## src/rtl/wcfsm_pkg.sv

```systemverilog
// Shared types, mode constants and the window compare for windowed_count_fsm.
// Combinational helpers only; no latency and no flow control.
// Holds no state.
package wcfsm_pkg;

  localparam logic [1:0] MODE_EQ = 2'd0;
  localparam logic [1:0] MODE_GE = 2'd1;
  localparam logic [1:0] MODE_LE = 2'd2;

  typedef enum logic {
    ST_IDLE = 1'b0,
    ST_RUN  = 1'b1
  } state_t;

  // Counts never exceed 255, so 8 bits of zero-extension preserves the unsigned compare.
  function automatic logic cmp(input logic [7:0] ones, input logic [7:0] target,
                               input logic [1:0] mode);
    logic r;
    case (mode)
      MODE_GE: r = (ones >= target);
      MODE_LE: r = (ones <= target);
      default: r = (ones == target);
    endcase
    return r;
  endfunction

endpackage

```

## src/rtl/win_counter.sv

```systemverilog
// Window position and ones counter; ones_nx/last are combinational from the current state.
// One sample per enabled edge; the counter wraps to zero when a window completes.
// No backpressure: clear has priority over sample_en.
module win_counter #(
  parameter int WIN = 3,
  parameter int CW  = 2,
  parameter int IW  = 2
) (
  input  logic          clk,
  input  logic          reset,
  input  logic          clear,
  input  logic          sample_en,
  input  logic          w,
  output logic          last,
  output logic [CW-1:0] ones_nx,
  output logic [CW-1:0] ones_cnt
);

  logic [IW-1:0] idx;

  assign last    = (idx == IW'(WIN - 1));
  assign ones_nx = ones_cnt + CW'(w);

  always_ff @(posedge clk or posedge reset) begin
    if (reset) begin
      idx      <= '0;
      ones_cnt <= '0;
    end else if (clear) begin
      idx      <= '0;
      ones_cnt <= '0;
    end else if (sample_en) begin
      if (last) begin
        idx      <= '0;
        ones_cnt <= '0;
      end else begin
        idx      <= idx + IW'(1);
        ones_cnt <= ones_nx;
      end
    end
  end

endmodule

```

## src/rtl/windowed_count_fsm.sv

```systemverilog
// Armed monitor counting ones of w over back-to-back WIN-cycle windows and comparing to TARGET.
// z/win_done are registered: one cycle after the last sample of a window.
// No backpressure; stop disarms immediately and drops the partial window.
module windowed_count_fsm
  import wcfsm_pkg::*;
#(
  parameter int WIN    = 3,
  parameter int TARGET = 2,
  parameter int HIT_W  = 8
) (
  input  logic                       clk,
  input  logic                       reset,
  input  logic                       s,
  input  logic                       stop,
  input  logic                       w,
  input  logic [1:0]                 mode,
  output logic                       z,
  output logic                       win_done,
  output logic [$clog2(WIN+1)-1:0]   ones_cnt,
  output logic [HIT_W-1:0]           hits,
  output logic                       busy
);

  localparam int CW = $clog2(WIN + 1);
  localparam int IW = (WIN > 1) ? $clog2(WIN) : 1;

  if (WIN < 1 || WIN > 255) begin : g_bad_win
    $fatal(1, "windowed_count_fsm: WIN must be in 1..255");
  end
  if (TARGET < 0 || TARGET > WIN) begin : g_bad_target
    $fatal(1, "windowed_count_fsm: TARGET must be in 0..WIN");
  end
  if (HIT_W < 1 || HIT_W > 32) begin : g_bad_hitw
    $fatal(1, "windowed_count_fsm: HIT_W must be in 1..32");
  end

  state_t          state, state_nx;
  logic            sample_en, clear, last, hit;
  logic [CW-1:0]   ones_nx;

  assign busy      = (state == ST_RUN);
  assign sample_en = busy && !stop;
  assign clear     = busy && stop;
  assign hit       = sample_en && last && cmp(8'(ones_nx), 8'(TARGET), mode);

  win_counter #(.WIN(WIN), .CW(CW), .IW(IW)) u_win (
    .clk      (clk),
    .reset    (reset),
    .clear    (clear),
    .sample_en(sample_en),
    .w        (w),
    .last     (last),
    .ones_nx  (ones_nx),
    .ones_cnt (ones_cnt)
  );

  always_ff @(posedge clk or posedge reset) begin
    if (reset) state <= ST_IDLE;
    else       state <= state_nx;
  end

  always_comb begin
    state_nx = state;
    case (state)
      ST_IDLE: if (s)    state_nx = ST_RUN;
      ST_RUN:  if (stop) state_nx = ST_IDLE;
      default:           state_nx = ST_IDLE;
    endcase
  end

  always_ff @(posedge clk or posedge reset) begin
    if (reset) begin
      z        <= 1'b0;
      win_done <= 1'b0;
      hits     <= '0;
    end else begin
      z        <= hit;
      win_done <= sample_en && last;
      if (hit && hits != {HIT_W{1'b1}}) hits <= hits + HIT_W'(1);
    end
  end

endmodule
```

## config.mk

```make
export PLATFORM = sky130hd
export DESIGN_NAME = windowed_count_fsm
export DESIGN_NICKNAME = d
export VERILOG_FILES = /design/src/rtl/wcfsm_pkg.sv /design/src/rtl/win_counter.sv /design/src/rtl/windowed_count_fsm.sv
export SDC_FILE = /design/constraint.sdc
export NUM_CORES = 1
export LEC_CHECK = 0
export ABC_AREA = 1
export CORE_MARGIN = 2
export CORE_UTILIZATION = 40
export DETAILED_ROUTE_END_ITERATION = 16
export DONT_BUFFER_PORTS = 1
export PLACE_DENSITY = 0.66
export SLEW_MARGIN = 10
export SYNTH_ARGS = -nofsm -noshare
export SYNTH_HDL_FRONTEND = slang
export SYNTH_HIERARCHICAL = 1
export SYNTH_SLANG_ARGS = --single-unit
```

## constraint.sdc

```tcl
create_clock -name clk -period 1.4 [get_ports clk]
set_input_delay 0.28 -clock clk [delete_from_list [all_inputs] [get_ports clk]]
set_output_delay 0.28 -clock clk [all_outputs]
set_load 0.01 [all_outputs]
```

# Word level (Yosys, flattened, before mapping)
# Cells that the tools add are included.
dict set report totals {
  regBits 15
  latch_bits 0
  ramBits 0
  mem_bits_ro 0
  inputBits 7
  mem_count 0
}
dict set report classes {
  n_addsub 3
  mul 0
  div_mod_pow 0
  magnitude_cmp 2
  n_eq_ne 5
  shifts 0
  n_mux 10
  bitwise 1
  reduce_logical 7
}
# op n
set ops {}
lappend ops {{2-bit two-way mux} 6}
lappend ops {{8-bit by 1-bit adder with 8-bit output, second input constant} 1}
lappend ops {{8-bit inequality test, second input constant} 1}
lappend ops {{2-bit == test, second input constant} 3}
lappend ops {{1-bit logical AND} 5}
lappend ops {{1-bit one-hot mux with 2 select lines} 2}
lappend ops {{2-bit by 1-bit adder with 2-bit output} 1}
lappend ops {{2-bit by 1-bit adder with 2-bit output, second input constant} 1}
lappend ops {{2-bit by 1-bit == test with 1-bit output, second input constant} 1}
lappend ops {{2-bit >= comparator, second input constant} 1}
lappend ops {{2-bit less-or-equal comparator, second input constant} 1}
lappend ops {{1-bit two-way mux} 2}
lappend ops {{2-bit nonzero test} 1}
lappend ops {{1-bit zero test} 1}
lappend ops {{1-bit NOT} 1}

# Depth between registers and ports, before layout
dict set report depth {
  word_depth 5
  mapped_depth 11
}

# By module
# Netlist, hierarchy kept.
# mod instances cells_per_inst area_each_um2 seq_area_each_um2
set by_module_without_submodules {}
lappend by_module_without_submodules {windowed_count_fsm 1 99 734.5 275.3}
lappend by_module_without_submodules {win_counter 1 28 210.2 100.1}

# Worst setup path before layout
# No wires, ideal clock.
dict set report synth_timing {
  kind {reg-to-reg}
  startpoint {register u_win.ones_cnt[0]}
  endpoint {register hits[7]}
  setup_time_ns 0.118
  arrival_time_ns 1.340
  required_ns 1.282
  path_slack_ns -0.058
  stages_incl_launch_ff 12
  n_path_buf 0
  path_cell_list {dfrtp_1 > ha_1 > nand2_1 > inv_1 > nor2_2 > nand2_1 > nand2_1 > inv_1 > nor2_2 > nor2_8 > nand3_1 > nand2_1}
}
dict set report synth_between {
  elab_chain_cells 5
  word_cells_on_any_way 7
  classes_between {add/sub: 1; order compare: 2; eq/ne: 1; mux: 1; reduce/logical: 2}
}
# element line_no
set synth_rtl {}
lappend synth_rtl {{from (decl)} win_counter.sv:16} ;# output logic [CW-1:0] ones_cnt
lappend synth_rtl {{from (signal assigned)} win_counter.sv:37} ;# ones_cnt <= ones_nx;
lappend synth_rtl {{2-bit by 1-bit adder with 2-bit output (*)} win_counter.sv:22} ;# assign ones_nx = ones_cnt + CW'(w);
lappend synth_rtl {{named net ones_nx[1]} windowed_count_fsm.sv:39} ;# logic [CW-1:0] ones_nx;
lappend synth_rtl {{2-bit less-or-equal comparator (tied with other cells)} wcfsm_pkg.sv:21} ;# MODE_LE: r = (ones <= target);
lappend synth_rtl {{1-bit one-hot mux with 2 select lines (*)} wcfsm_pkg.sv:19} ;# case (mode)
lappend synth_rtl {{1-bit logical AND (*)} windowed_count_fsm.sv:44} ;# assign hit = sample_en && last && cmp(8'(ones_nx), 8'(TARGET), mode);
lappend synth_rtl {{named net hit} windowed_count_fsm.sv:38} ;# logic sample_en, clear, last, hit;
lappend synth_rtl {{1-bit logical AND (*)} windowed_count_fsm.sv:79} ;# if (hit && hits != {HIT_W{1'b1}}) hits <= hits + HIT_W'(1);
lappend synth_rtl {{to (signal assigned)} windowed_count_fsm.sv:79}
lappend synth_rtl {{to (decl)} windowed_count_fsm.sv:20} ;# output logic [HIT_W-1:0] hits,
# Mark *: on every way through the listed nets, which the timed path passes. The rest lies on a longest branch.
# A chain may end at the register's enable or synchronous reset.

# Final worst setup path
dict set report layout_timing {
  startpoint {register u_win.ones_cnt[0]}
  endpoint {register hits[0]}
}
dict set report layout_between {
  elab_chain_cells 5
  word_cells_on_any_way 7
  classes_between {add/sub: 1; order compare: 2; eq/ne: 1; mux: 1; reduce/logical: 2}
}
# element line_no
set layout_rtl {}
lappend layout_rtl {{2-bit by 1-bit adder with 2-bit output (*)} win_counter.sv:22}
lappend layout_rtl {{named net ones_nx[1]} windowed_count_fsm.sv:39}
lappend layout_rtl {{2-bit less-or-equal comparator (tied with other cells)} wcfsm_pkg.sv:21}
lappend layout_rtl {{1-bit one-hot mux with 2 select lines (*)} wcfsm_pkg.sv:19}
lappend layout_rtl {{1-bit logical AND (*)} windowed_count_fsm.sv:44}
lappend layout_rtl {{1-bit logical AND (*)} windowed_count_fsm.sv:79}
# Marks and branches as above.

==> flow_summary.html <==
<table>
<tr><th>Metric</th><th>Value</th></tr>
<tr><th colspan="2">Outcome</th></tr>
<tr><td>Result of the run</td><td>finished with violations</td></tr>
<tr><td>Violations in the final reports</td><td>negative setup slack</td></tr>
<tr><th colspan="2">Route</th></tr>
<tr><td>Vias per cell</td><td>4.78</td></tr>
<tr><td>Number of design-rule violations left by the first detailed-router iteration</td><td>16</td></tr>
<tr><td>Total wirelength of the detailed-routed design</td><td>between 1.5 and 2 mm</td></tr>
<tr><td>Highest metal layer with signal wires</td><td>met4</td></tr>
<tr><td>Routed length per placed instance</td><td>11.4 µm</td></tr>
<tr><td>Total number of vias</td><td>808</td></tr>
<tr><td>Routed length on met2</td><td>just over 1 mm</td></tr>
<tr><td>Met1 wire length</td><td>roughly 800 µm</td></tr>
<tr><td>Length of routed met3 wiring</td><td>~80 µm</td></tr>
<tr><td>DRC</td><td>0</td></tr>
<tr><td>Antenna-violating nets left</td><td>0</td></tr>
<tr><td>Number of detailed-routing iterations run before antenna repair</td><td>4</td></tr>
<tr><th colspan="2">Cells and area</th></tr>
<tr><td>Net count, final</td><td>153</td></tr>
<tr><td>Ant. Diodes</td><td>0</td></tr>
<tr><td>Final design utilization</td><td>50.2%</td></tr>
<tr><td>Number of fill cells</td><td>around 230</td></tr>
<tr><td>Synthesis-to-finish area growth</td><td>17.6%</td></tr>
<tr><td>Multi-input gate area in the final layout</td><td>502 µm²</td></tr>
<tr><td>Design area</td><td>0.00111 mm²</td></tr>
<tr><td>Most frequent standard cell in the layout excluding fill and tap cells</td><td>sky130_fd_sc_hd__nand2_1</td></tr>
<tr><td>Most used cells in the layout excluding fill and tap cells</td><td>sky130_fd_sc_hd__nand2_1 (40), sky130_fd_sc_hd__inv_1 (18), sky130_fd_sc_hd__dfrtp_1 (15)</td></tr>
<tr><td>Layout cells sized above 1</td><td>around 25%</td></tr>
<tr><td>Register area</td><td>375 µm²</td></tr>
<tr><th colspan="2">Placed design</th></tr>
<tr><td>Count of buffers from port buffering</td><td>0</td></tr>
<tr><td>Placed Instance Area</td><td>0.00104 mm²</td></tr>
<tr><td>Global placer's final weighted congestion</td><td>0.783</td></tr>
<tr><td>Final HPWL from detailed placement</td><td>1.48 mm</td></tr>
<tr><th colspan="2">Synthesis</th></tr>
<tr><td>Top post-synthesis cells by area</td><td>sky130_fd_sc_hd__dfrtp_1 (40%), sky130_fd_sc_hd__nand2_1 (17%), sky130_fd_sc_hd__inv_1 (7.5%)</td></tr>
<tr><td>Area share of the leading cell type in the synthesized netlist</td><td>39.7%</td></tr>
<tr><td>Synth Cell Area</td><td>945 µm²</td></tr>
<tr><td>Count of state elements after synthesis</td><td>15</td></tr>
<tr><td>Avg Cell Area, Syn</td><td>7.44 µm²</td></tr>
<tr><td>Post-synthesis sequential area ratio</td><td>about two fifths</td></tr>
<tr><td>Most area-hungry cell type in the Yosys netlist</td><td>sky130_fd_sc_hd__dfrtp_1</td></tr>
<tr><td>Number of instances in the synthesized netlist</td><td>127</td></tr>
<tr><td>Number of warnings printed during yosys synthesis</td><td>6</td></tr>
<tr><td>Unique masters post-synth</td><td>18</td></tr>
<tr><td>Net count after synthesis</td><td>138</td></tr>
<tr><th colspan="2">Die</th></tr>
<tr><td>Die footprint</td><td>0.00277 mm²</td></tr>
<tr><td>Starting Density</td><td>42.7%</td></tr>
<tr><td>Y dimension of the die</td><td>52.6 µm</td></tr>
<tr><td>Number of top-level design ports</td><td>20</td></tr>
<tr><td>Die width</td><td>52.6 µm</td></tr>
<tr><td>Core Area</td><td>0.00221 mm²</td></tr>
<tr><td>Std cell rows</td><td>17</td></tr>
<tr><th colspan="2">STA</th></tr>
<tr><td>Final Hold Violating Endpoints</td><td>0</td></tr>
<tr><td>Slew of the pin with the lowest slew margin</td><td>455 ps</td></tr>
<tr><td>Worst rel slew slack</td><td>69.6%</td></tr>
<tr><td>Final-report setup violation count</td><td>9</td></tr>
<tr><td>Tcrit/Tclk final</td><td>103%</td></tr>
<tr><td>Worst setup slack after layout</td><td>-41.7 ps</td></tr>
<tr><td>Layout Skew</td><td>2.74 ps</td></tr>
<tr><td>Min Tclk post-route</td><td>1440 ps</td></tr>
<tr><td>Final Max Tran Viols</td><td>0</td></tr>
<tr><td>Peak clock frequency supported by timing</td><td>0.694 GHz</td></tr>
<tr><td>Unrepaired setup endpoints after global routing</td><td>true</td></tr>
<tr><th colspan="2">Clocking</th></tr>
<tr><td>Clock Sink Count</td><td>15</td></tr>
<tr><td>H-tree lvl count</td><td>1</td></tr>
<tr><td>Clock transition at the register clock pins on the worst setup and hold paths after CTS</td><td>90 ps</td></tr>
<tr><td>CTS Root Buffer Type</td><td>sky130_fd_sc_hd__clkbuf_4</td></tr>
<tr><td>Inserted Clock Buffers</td><td>3</td></tr>
<tr><td>Clock latency on the worst-skew pair</td><td>280 ps</td></tr>
<tr><td>Clock tree from TritonCTS</td><td>built</td></tr>
<tr><td>Maximum clock path buffer count</td><td>2</td></tr>
<tr><th colspan="2">Worst setup path</th></tr>
<tr><td>CP Capture Type</td><td>flip-flop</td></tr>
<tr><td>Most frequent cell on the critical path</td><td>sky130_fd_sc_hd__nand2_1</td></tr>
<tr><td>R2R Path Start</td><td>u_win/ones_cnt[0]$_DFFE_PP0P_</td></tr>
<tr><td>Delay of the slowest cell on the worst path</td><td>about 400 ps</td></tr>
<tr><td>Cells along the critical path</td><td>ha_2 -&gt; nand2_1 -&gt; inv_1 -&gt; nor2_4 -&gt; nand2_1 -&gt; nand2_2 -&gt; nand2_4 -&gt; clkinv_2 -&gt; nand3_4 -&gt; nand2_1 -&gt; nand2_1</td></tr>
<tr><td>Setup slack of the most critical reg-to-reg path</td><td>-40 ps</td></tr>
<tr><td>Kind of cell adding the most delay to the critical path</td><td>simple AND/OR/NAND/NOR gates</td></tr>
<tr><td>Worst setup path class</td><td>reg -&gt; reg</td></tr>
<tr><td>Maximum fanout encountered on the critical timing path</td><td>8</td></tr>
<tr><td>CP startpoint kind</td><td>flip-flop</td></tr>
<tr><td>Standard cell with the maximum stage delay on the critical path</td><td>sky130_fd_sc_hd__dfrtp_1</td></tr>
<tr><td>Required time of the critical path</td><td>1580 ps</td></tr>
<tr><td>Worst Path Arrival</td><td>1620 ps</td></tr>
<tr><td>Setup crit start</td><td>u_win/ones_cnt[0]$_DFFE_PP0P_</td></tr>
<tr><td>Sum of buffers and inverters on the critical path</td><td>2</td></tr>
<tr><th colspan="2">Worst hold path</th></tr>
<tr><td>Worst hold path type</td><td>in -&gt; reg</td></tr>
<tr><td>HP Start</td><td>s</td></tr>
<tr><th colspan="2">GRT</th></tr>
<tr><td>Via count of the first global-routing pass</td><td>815</td></tr>
<tr><td>Total Routing Usage GR</td><td>17.3%</td></tr>
<tr><td>Congestion Overflow GR</td><td>0</td></tr>
<tr><td>Global-route wire length before repair</td><td>3.44 mm</td></tr>
<tr><td>Maximum number of pins on one net before global-route repair</td><td>12</td></tr>
<tr><td>Initial antenna violation count</td><td>0</td></tr>
<tr><th colspan="2">Power</th></tr>
<tr><td>Areal power density over the cells</td><td>991 mW/mm²</td></tr>
<tr><td>Worst VDD drop</td><td>0.000494 V</td></tr>
<tr><td>Lkg Pwr</td><td>0.612 nW</td></tr>
<tr><th colspan="2">Job</th></tr>
<tr><td>Max-cap violation count</td><td>0</td></tr>
</table>
==> through the flow <==
step	std cells	hold WS [ps]	power [mW]	worst slack [ps]	TNS [ps]
3_3_place_gp	161	61.5	0.810	-1.84	-3.62
5_1_grt	169	128	1.18	-169	-1360
3_5_place_dp	161	72.0	0.824	-62.8	-445
6_report	169	130	1.10	-41.7	-291
4_1_cts	168	119	1.10	-56.2	-408
2_1_floorplan	127	46.1	0.730	-10.6	-43.5
==> cell usage after synthesis (all sizes together) <==
library cell  number
nand3b             1
nor2              13
clkinv             4
xor2               2
dfrtp             15
nand2             47
nand3             16
o21ai              5
ha                 4
inv               20
==> flip-flops by register name, summed over array words and instances, names as in the netlist <==
name	cells
busy	1
u_win/idx	2
z	1
hits	8
u_win/ones_cnt	2
win_done	1
==> power breakdown <==
group | leakage, nW | internal [mW] | switching, mW
Sequential | 0.203 | 0.484 | 0.0424
Clock | 0.0177 | 0.106 | 0.143
Combinational | 0.391 | 0.137 | 0.190
==> metal layers <==
layer  vias to the layer above  GRT usage [%]
li1                        416              -
met5                         -              0
met4                         0           8.12
met3                         2           2.29
met2                        20           30.6
met1                       370           20.4
==> final timing paths <==
path / depth (start not counted) / end
max: 11 / hits[0]$_DFFE_PP0P_
min: 2 / busy$_DFF_PP0_
max reg2reg: 11 / hits[0]$_DFFE_PP0P_
min reg2reg: 2 / u_win/idx[1]$_DFFE_PP0P_
max in group asynchronous: 2 / hits[6]$_DFFE_PP0P_
min in group asynchronous: 2 / u_win/idx[0]$_DFFE_PP0P_
==> cell type report <==
class                      count  area share [%]
multi-input combinational     88            45.2
sequential                    15            33.8
inverter                      24            8.45
timing repair buffer          10            6.98
tap                           28            3.15
clock buffer                   3            2.03
clock inverter                 1           0.450
==> repair_timing <==
item                                   in CTS  in global routing
pin swaps                                   3                  3
endpoints found under the hold margin      15                  0
hold buffers                                1                  0
gates resized for setup                     1                  4
setup endpoints to repair                   8                  9
buffers inserted                            2                  1
==> logic make-up (layout without fill, tap and decap cells) <==
| kind of cell | Yosys count | count (layout) | share of synthesized area (%) |
|---|---|---|---|
| AOI/OAI and AO/OA | 5 | 5 | 2.65 |
| xor gates and xnor gates | 2 | 2 | 1.85 |
| adders and majority gates | 4 | 4 | 5.30 |
| buffers and inverters | 24 | 38 | 9.80 |
| DFF | 15 | 15 | 39.7 |
| and+or+nand+nor | 77 | 77 | 40.7 |
(Power assumes the default switching activity.)
